===== config.mk =====
export PLATFORM = sky130hd
export DESIGN_NAME = uart_rx
export DESIGN_NICKNAME = d
export VERILOG_FILES = /design/src/rtl/uart_pkg.sv /design/src/rtl/uart_rx_sampler.sv /design/src/rtl/uart_rx.sv
export SDC_FILE = /design/constraint.sdc
export NUM_CORES = 1
export LEC_CHECK = 0
export BUFFER_PORTS_ARGS = -buffer_cell sky130_fd_sc_hd__buf_4
export CAP_MARGIN = 40
export CORE_MARGIN = 2
export CORE_UTILIZATION = 30
export DETAILED_ROUTE_END_ITERATION = 16
export PLACE_DENSITY = 0.51
export SETUP_SLACK_MARGIN = 0.05
export SYNTH_ARGS = -nofsm -noshare
export SYNTH_HDL_FRONTEND = slang
export SYNTH_SLANG_ARGS = --single-unit

===== constraint.sdc =====
create_clock -name i_clk -period 5 [get_ports i_clk]
set_clock_uncertainty 0.05 [all_clocks]
set_input_delay 0.25 -clock i_clk [delete_from_list [all_inputs] [get_ports i_clk]]
set_output_delay 0.25 -clock i_clk [all_outputs]
set_load 0.05 [all_outputs]

===== src/rtl/uart_pkg.sv =====
// Shared definitions for the UART receive path: FSM encoding, parity types,
// legal oversampling ratios and the majority-vote helper.
package uart_pkg;

   typedef enum logic [2:0] {
      IDLE   = 3'd0,
      START  = 3'd1,
      DATA   = 3'd2,
      PARITY = 3'd3,
      STOP   = 3'd4
   } rx_state_t;

   localparam logic PAR_EVEN = 1'b0;
   localparam logic PAR_ODD  = 1'b1;

   localparam logic [5:0] PRESC_8  = 6'd8;
   localparam logic [5:0] PRESC_16 = 6'd16;
   localparam logic [5:0] PRESC_32 = 6'd32;

   function automatic logic maj3(input logic a, input logic b, input logic c);
      return (a & b) | (a & c) | (b & c);
   endfunction

endpackage


===== src/rtl/uart_rx_sampler.sv =====
// Captures the line at three mid-bit edges and registers their majority vote,
// which is stable from edge Prescale/2+2 until the end of the bit.
module uart_rx_sampler
   import uart_pkg::*;
#(
   parameter int PRESC_WIDTH = 6
) (
   input  logic                   i_clk,
   input  logic                   i_rst,
   input  logic                   i_rx_in,
   input  logic [PRESC_WIDTH-1:0] i_edge_cnt,
   input  logic [PRESC_WIDTH-1:0] i_prescale,
   output logic                   o_sampled_bit
);

   localparam logic [PRESC_WIDTH-1:0] EDGE_ONE = PRESC_WIDTH'(1);

   logic [PRESC_WIDTH-1:0] w_half;
   logic                   r_s0;
   logic                   r_s1;
   logic                   r_bit;

   assign w_half = i_prescale >> 1;

   // The third sample is voted directly from the line, so r_bit lands one edge later.
   always_ff @(posedge i_clk) begin
      if (i_rst) begin
         r_s0  <= 1'b1;
         r_s1  <= 1'b1;
         r_bit <= 1'b1;
      end else begin
         if (i_edge_cnt == (w_half - EDGE_ONE)) begin
            r_s0 <= i_rx_in;
         end
         if (i_edge_cnt == w_half) begin
            r_s1 <= i_rx_in;
         end
         if (i_edge_cnt == (w_half + EDGE_ONE)) begin
            r_bit <= maj3(r_s0, r_s1, i_rx_in);
         end
      end
   end

   assign o_sampled_bit = r_bit;

endmodule


===== src/rtl/uart_rx.sv =====
// UART receiver: start detection, LSB-first deserialisation, optional parity
// and stop checking, with single-cycle result pulses.
module uart_rx
   import uart_pkg::*;
#(
   parameter int DATA_WIDTH  = 8,
   parameter int PRESC_WIDTH = 6
) (
   input  logic                   i_clk,
   input  logic                   i_rst,
   input  logic                   i_rx_in,
   input  logic [PRESC_WIDTH-1:0] i_prescale,
   input  logic                   i_par_en,
   input  logic                   i_par_typ,
   output logic [DATA_WIDTH-1:0]  o_p_data,
   output logic                   o_data_valid,
   output logic                   o_par_err,
   output logic                   o_stp_err
);

   localparam int BIT_W = $clog2(DATA_WIDTH + 3);
   localparam logic [PRESC_WIDTH-1:0] EDGE_ONE  = PRESC_WIDTH'(1);
   localparam logic [PRESC_WIDTH-1:0] EDGE_ZERO = PRESC_WIDTH'(0);
   localparam logic [BIT_W-1:0]       BIT_ONE   = BIT_W'(1);
   localparam logic [BIT_W-1:0]       BIT_ZERO  = BIT_W'(0);
   localparam logic [BIT_W-1:0]       LAST_DATA = BIT_W'(DATA_WIDTH);

   rx_state_t              r_state;
   logic [PRESC_WIDTH-1:0] r_edge_cnt;
   logic [PRESC_WIDTH-1:0] r_presc;
   logic [BIT_W-1:0]       r_bit_cnt;
   logic                   r_par_en;
   logic                   r_par_typ;
   logic                   r_frame_bad;
   logic [DATA_WIDTH-1:0]  r_shift;
   logic [DATA_WIDTH-1:0]  r_p_data;
   logic                   r_data_valid;
   logic                   r_par_err;
   logic                   r_stp_err;

   logic                   w_sampled_bit;
   logic                   w_last_edge;
   logic                   w_exp_par;

   uart_rx_sampler #(
      .PRESC_WIDTH (PRESC_WIDTH)
   ) u_sampler (
      .i_clk         (i_clk),
      .i_rst         (i_rst),
      .i_rx_in       (i_rx_in),
      .i_edge_cnt    (r_edge_cnt),
      .i_prescale    (r_presc),
      .o_sampled_bit (w_sampled_bit)
   );

   assign w_last_edge = (r_edge_cnt == (r_presc - EDGE_ONE));
   assign w_exp_par   = (^r_shift) ^ r_par_typ;

   // Frame FSM; the start-detect cycle is edge 0 of the start bit, so counting resumes at 1.
   always_ff @(posedge i_clk) begin
      if (i_rst) begin
         r_state      <= IDLE;
         r_edge_cnt   <= EDGE_ZERO;
         r_presc      <= PRESC_WIDTH'(0);
         r_bit_cnt    <= BIT_ZERO;
         r_par_en     <= 1'b0;
         r_par_typ    <= PAR_EVEN;
         r_frame_bad  <= 1'b0;
         r_shift      <= DATA_WIDTH'(0);
         r_p_data     <= DATA_WIDTH'(0);
         r_data_valid <= 1'b0;
         r_par_err    <= 1'b0;
         r_stp_err    <= 1'b0;
      end else begin
         r_data_valid <= 1'b0;
         r_par_err    <= 1'b0;
         r_stp_err    <= 1'b0;

         if (r_state != IDLE) begin
            if (w_last_edge) begin
               r_edge_cnt <= EDGE_ZERO;
               r_bit_cnt  <= r_bit_cnt + BIT_ONE;
            end else begin
               r_edge_cnt <= r_edge_cnt + EDGE_ONE;
            end
         end

         case (r_state)
            IDLE: begin
               if (!i_rx_in) begin
                  r_state     <= START;
                  r_edge_cnt  <= EDGE_ONE;
                  r_bit_cnt   <= BIT_ZERO;
                  r_presc     <= i_prescale;
                  r_par_en    <= i_par_en;
                  r_par_typ   <= i_par_typ;
                  r_frame_bad <= 1'b0;
               end else begin
                  r_edge_cnt <= EDGE_ZERO;
                  r_bit_cnt  <= BIT_ZERO;
               end
            end
            START: begin
               if (w_last_edge) begin
                  r_state <= w_sampled_bit ? IDLE : DATA;
               end
            end
            DATA: begin
               if (w_last_edge) begin
                  r_shift <= {w_sampled_bit, r_shift[DATA_WIDTH-1:1]};
                  if (r_bit_cnt == LAST_DATA) begin
                     r_state <= r_par_en ? PARITY : STOP;
                  end
               end
            end
            PARITY: begin
               if (w_last_edge) begin
                  if (w_sampled_bit != w_exp_par) begin
                     r_par_err   <= 1'b1;
                     r_frame_bad <= 1'b1;
                  end
                  r_state <= STOP;
               end
            end
            STOP: begin
               if (w_last_edge) begin
                  if (!w_sampled_bit) begin
                     r_stp_err <= 1'b1;
                  end else if (!r_frame_bad) begin
                     r_p_data     <= r_shift;
                     r_data_valid <= 1'b1;
                  end
                  // A low line here is the next start bit arriving with no idle gap.
                  if (!i_rx_in) begin
                     r_state     <= START;
                     r_edge_cnt  <= EDGE_ONE;
                     r_bit_cnt   <= BIT_ZERO;
                     r_presc     <= i_prescale;
                     r_par_en    <= i_par_en;
                     r_par_typ   <= i_par_typ;
                     r_frame_bad <= 1'b0;
                  end else begin
                     r_state <= IDLE;
                  end
               end
            end
            default: begin
               r_state    <= IDLE;
               r_edge_cnt <= EDGE_ZERO;
               r_bit_cnt  <= BIT_ZERO;
            end
         endcase
      end
   end

   assign o_p_data     = r_p_data;
   assign o_data_valid = r_data_valid;
   assign o_par_err    = r_par_err;
   assign o_stp_err    = r_stp_err;

endmodule


Word level (Yosys, flattened, before mapping). Index checks and enable logic that the tools add are counted.

Add/sub/neg operators: 5. Multipliers: 0. Div/mod/pow operators: 0. Magnitude comparators: 0. Equal/unequal tests: 17. Shifts and indexed selects: 0. Mux-type cells: 38. Bitwise operators: 11. Reduce and logical (&&, ||, !) cells: 14.

Operators with widths (number): two-way mux 6 bit (6); two-way mux 3 bit (7); equality test 6 bit (3); one-hot mux 6 bit (3 select lines) (1); two-way mux 4 bit (4); one-hot mux 3 bit (5 select lines) (1); inequality test 2 bit, second input constant (7); two-way mux 1 bit (13); one-hot mux 6 bit (2 select lines) (1); OR reduction 3 bit (3); one-hot mux 4 bit (2 select lines) (1); AND reduction 4 bit (2); parity 8 bit (1); adder 5 x 1 -> 6 bit, second input constant (1); adder 6 x 1 -> 6 bit, second input constant (1); equality test 3 x 2 -> 1 bit, second input constant (2); equality test 6 x 5 -> 1 bit (1); AND reduction 6 bit (1); nonzero test 3 bit (2); subtractor 5 x 1 -> 6 bit, second input constant (1); subtractor 6 x 1 -> 6 bit, second input constant (1); NOT 1 bit (5); adder 4 x 1 -> 4 bit, second input constant (1); equality test 4 bit, second input constant (1); 13 further kinds (18).

Flip-flop bits (word level): 44. Bits in latches: 0. Bits in writable memories: 0. Memory bits (read-only): 0. Input port bits: 11. Output and inout port bits: 11. Logic and storage cells: 100. Memories: 0.

Logic depth before layout (Yosys ltp).
Depth in word-level cells: 7. Mapped depth: 10. Gate-level depth less buffers: 8.

Modules after synthesis. Synthesis repeated with hierarchy kept, for this count alone.

Cell total of the unflattened synthesis: 297. Area, all modules: 2628.8 sq um.

By module, submodules not included: uart_rx (instances 1, cells an instance 240, area each 2175.8 sq um, sequential area each 820.8 sq um); uart_rx_sampler (instances 1, cells an instance 57, area each 452.9 sq um, sequential area each 60.1 sq um).

Worst setup path before layout. Ideal clock, no wire load.

Path type: register to register. Start: register r_presc[1]. End: register r_par_en. Setup time: 0.072 ns. Arrival time: 2.323 ns. Required time: 4.878 ns. Setup slack: 2.556 ns. Cell stages (with the launch flop): 10. Buffers on the path: 1. Clock period less this slack: 2.444 ns. Path through: dfxtp_1 > inv_1 > ha_1 > xnor2_1 > a311o_1 > a21oi_4 > nand2_2 > a2111oi_2 > buf_4 > mux2i_1.

Cells in the longest elaborated chain, start to end: 4.

Ends and longest elaborated chain: start: declaration (RTL line uart_rx.sv:30) `logic [PRESC_WIDTH-1:0] r_presc;`; start signal: assignment (RTL line uart_rx.sv:94) `r_presc <= i_prescale;`; start signal: assignment (RTL line uart_rx.sv:138) `r_presc <= i_prescale;`; subtractor 6 x 1 -> 6 bit (RTL line uart_rx.sv:56) `assign w_last_edge = (r_edge_cnt == (r_presc - EDGE_ONE));`; equality test 6 bit (RTL line uart_rx.sv:56); inequality test 2 bit (no line); AND reduction 2 bit (no line); end signal: assignment (RTL line uart_rx.sv:95) `r_par_en <= i_par_en;`; end signal: assignment (RTL line uart_rx.sv:139) `r_par_en <= i_par_en;`; end: declaration (RTL line uart_rx.sv:32) `logic r_par_en;`.

No other way between the ends. A chain may end at the register's enable or synchronous reset.

Final worst setup path.
Start: register r_presc[1]. End: register r_presc[5].

Cells in the longest elaborated chain, start to end: 4.

Ends and longest elaborated chain (RTL line): subtractor 6 x 1 -> 6 bit (uart_rx.sv:56); equality test 6 bit (uart_rx.sv:56); inequality test 2 bit (no line); AND reduction 2 bit (no line).

No other way between the ends.

==> results.toml <==
[clocking]
clk_path_buf_depth = 2
clock-sinks = 44
cts_max_level = 2
cts-root-buf = "clkbuf_8"
cts_made_buffers = 5
clk_latency_ps = 300
path_clk_slew_ps = 90
post_cts_buffers = 0
ctsHoldBuffers = 0
cts_tree = "yes"
cts_resized = 0

[global_route]
track_usage_pct = 12.1
grt_pass1_wl_mm = 8.31
antenna_found_initial = 0
grt_pass1_vias = 1736
grt_max_degree = 37
overflow = 0

[layout]
instances_no_fill = 377
final_layout_size_suffix_gt1_share_pct = 12.7
multi_input_area_um2 = 1400
final_nets = 292
antenna_cells = 0
fillCellCount = 808
seqCellArea_um2 = 881
area_growth_pct = 14.0

[outcome]
status = "completed"

[hold_path]
min_path_type = "input pin to flop"
hold_path_depth = 3

[power_and_ir_drop]
peakVddDrop_mv = 0.0895
p_leak_nw = 1.15
power.density_nw_per_um2 = 275

[yosys]
ys.flop_type = "dfxtp_1"
synthXorXnorAreaFrac_pct = 13.3
syn_nets = 280
synth_cell_types = 45
synth_top_area_cell = "dfxtp_1"
ys_seq_area_share_pct = 37.0
yosysWarnings = 0
synth_area_leaders = "dfxtp_1 (37%), mux2i_1 (11%), xnor2_1 (7.4%)"
syn_area_per_cell_um2 = 9.09
syn_inst = 262
synth_edf_count = 0
synth.area.mux_share_pct = 11.4
synth-simple-area-share_pct = 21.9
ys_seq_elements = 44
async_reset_ff_share_pct = 0
synth_top_cell_area_share_pct = 37.0
synthTopCellsByCount = "dfxtp_1 (44), nor2_1 (32), mux2i_1 (27), xnor2_1 (20), nand2_1 (14)"
synth_top_family_by_area = "simple AND/OR/NAND/NOR gates"
synth_adder_area_share_pct = 3.68
synth_most_common_cell = "dfxtp_1"
synth_compound_area_share_pct = 8.36
netlist_area_um2 = 2380

[placement]
detailed_place_hpwl_mm = 3.46
port_buffers = 21
gp_congestion = 0.761
dp.cells = 369

[detailed_routing]
drt_wl_total_mm = 4.89
routed-via-count = 1798
drt_iter0_markers = 107
wl_per_cell_um = 13.0
ant_nets = 0
firstDrtPassIters = 4
vias_per_cell = 4.77
drc = 0

[critical_path]
cp.depth = 9
required_ps = 5190
endpoint_kind = "flop"
worst-path-buf-inv = 2
path_cells = "inv_1 > ha_1 > xnor3_1 > a32oi_1 > nor3_4 > nand2_2 > a2111oi_2 > buf_4 > mux2i_1"
cp-start-kind = "flop"
reg2reg_depth = 9
crit_path_top_delay_cell = "dfxtp_1"
worstPathArrival_ps = 3050
cpPeakStageDelay_ps = 480
critPathMaxFanout = 13
crit_family = "simple AND/OR/NAND/NOR gates"
crit_type = "flop to flop"

[floorplanning]
die_x_um = 93.1
fp.dieH_um = 93.1
dieArea_um2 = 8670
io-pin-count = 22
core-area_um2 = 7730
start_util_pct = 30.8
placementRows = 32

[timing]
fmax_mhz = 349
max_slew_margin_pct = 61.8
rsz0062_at_grt = "no"
worst_hold_slack_ps = 156
hold_viol = 0
min_period_ps = 2860
final_max_slew_viol_count = 0
finalCritPeriodShare_pct = 57.2
final.setup.tns_ps = 0
tightest_slew_ps = 569
setup_violations = 0

[flow_run]
cap_violations = 0
==> cells by family after synthesis <==
group | after synthesis
flip-flops | 44
multiplexers | 27
adder cells (fa/ha/maj) | 7
XOR/XNOR | 33
buffers and inverters | 25
AO/OA/AOI/OAI | 28
AND/OR/NAND/NOR | 98
==> routing by layer <==
metal / share of wire, % / vias up / track usage [%]
met5: 0 / - / 0
li1: - / 919 / -
met1: 51 / 831 / 16.6
met4: 1.7 / 0 / 4.41
met3: 3.6 / 6 / 1.93
met2: 44 / 42 / 19.0
==> sequential cells by signal, indices dropped and copies added, names as in the netlist <==
| name | cells |
|---|---|
| u_sampler.r_s1 | 1 |
| r_shift | 8 |
| u_sampler.o_sampled_bit | 1 |
| r_state | 3 |
| o_p_data | 8 |
| r_edge_cnt | 6 |
| r_presc | 6 |
| r_frame_bad | 1 |
| u_sampler.r_s0 | 1 |
| o_data_valid | 1 |
| r_par_typ | 1 |
| o_stp_err | 1 |
| r_par_en | 1 |
| o_par_err | 1 |
| r_bit_cnt | 4 |
==> final timing paths <==
check                  from        endpoint  slack, ps
max reg2reg      r_presc[1]      r_presc[5]       2140
min           i_prescale[0]      r_presc[0]        160
max              r_presc[1]      r_presc[5]       2140
min reg2reg  u_sampler.r_s1  u_sampler.r_s1        440
==> final cells by class <==
type | instances | share of cell area [%]
flip-flops and latches | 44 | 32.5
inverters | 8 | 1.11
repair buffers | 22 | 6.09
clock inverters | 3 | 1.71
well taps | 102 | 4.70
clock buffers | 5 | 2.54
multi-input cells | 193 | 51.4
==> per-stage QoR <==
| stage | area (um2) | setup WS (ps) | util [%] | power, mW |
|---|---|---|---|---|
| after floorplan | 2380 | 2560 | - | 0.451 |
| after global placement | 2600 | 2270 | 33.6 | 0.473 |
| after detailed placement | 2600 | 2170 | 33.6 | 0.473 |
| after CTS | 2710 | 2120 | 35.1 | 0.756 |
| after global routing | 2710 | 1890 | 35.1 | 0.784 |
| final | 2710 | 2140 | 35.1 | 0.747 |
==> cell usage in the layout, fill, tap and decap left out, types with 2 or more instances in the layout <==
cell      instances
a21oi_1           5
nand4b_1          4
xnor3_1           2
nor3b_1           4
clkbuf_8          5
and3_1            3
inv_1             7
buf_4            22
nor2_1           32
xor2_1           11
or3_1             2
o21ai_0           7
xnor2_1          20
nor3_1            5
mux2i_1          27
nand2_1          14
nand3_1          11
dfxtp_1          44
ha_1              7
a31oi_1           5
nand4_1           3
nand2b_1         10
==> worst reg2reg max path, delay by kind of cell (launching register included) <==
| kind | cells | cell delay [ps] |
|---|---|---|
| AOI/OAI and AO/OA | 2 | 480 |
| xor gates and xnor gates | 1 | 290 |
| adders and majority gates | 1 | 250 |
| buffers and inverters | 2 | 400 |
| DFF | 1 | 480 |
| muxes | 1 | 200 |
| and+or+nand+nor | 2 | 660 |
==> where the power goes <==
part	switching (mW)	total, mW	internal [mW]
logic	0.0486	0.0937	0.0450
registers	0.0145	0.372	0.358
clock network	0.130	0.281	0.151
total	0.193	0.747	0.553
No activity file was read; power rests on OpenSTA's default activity.
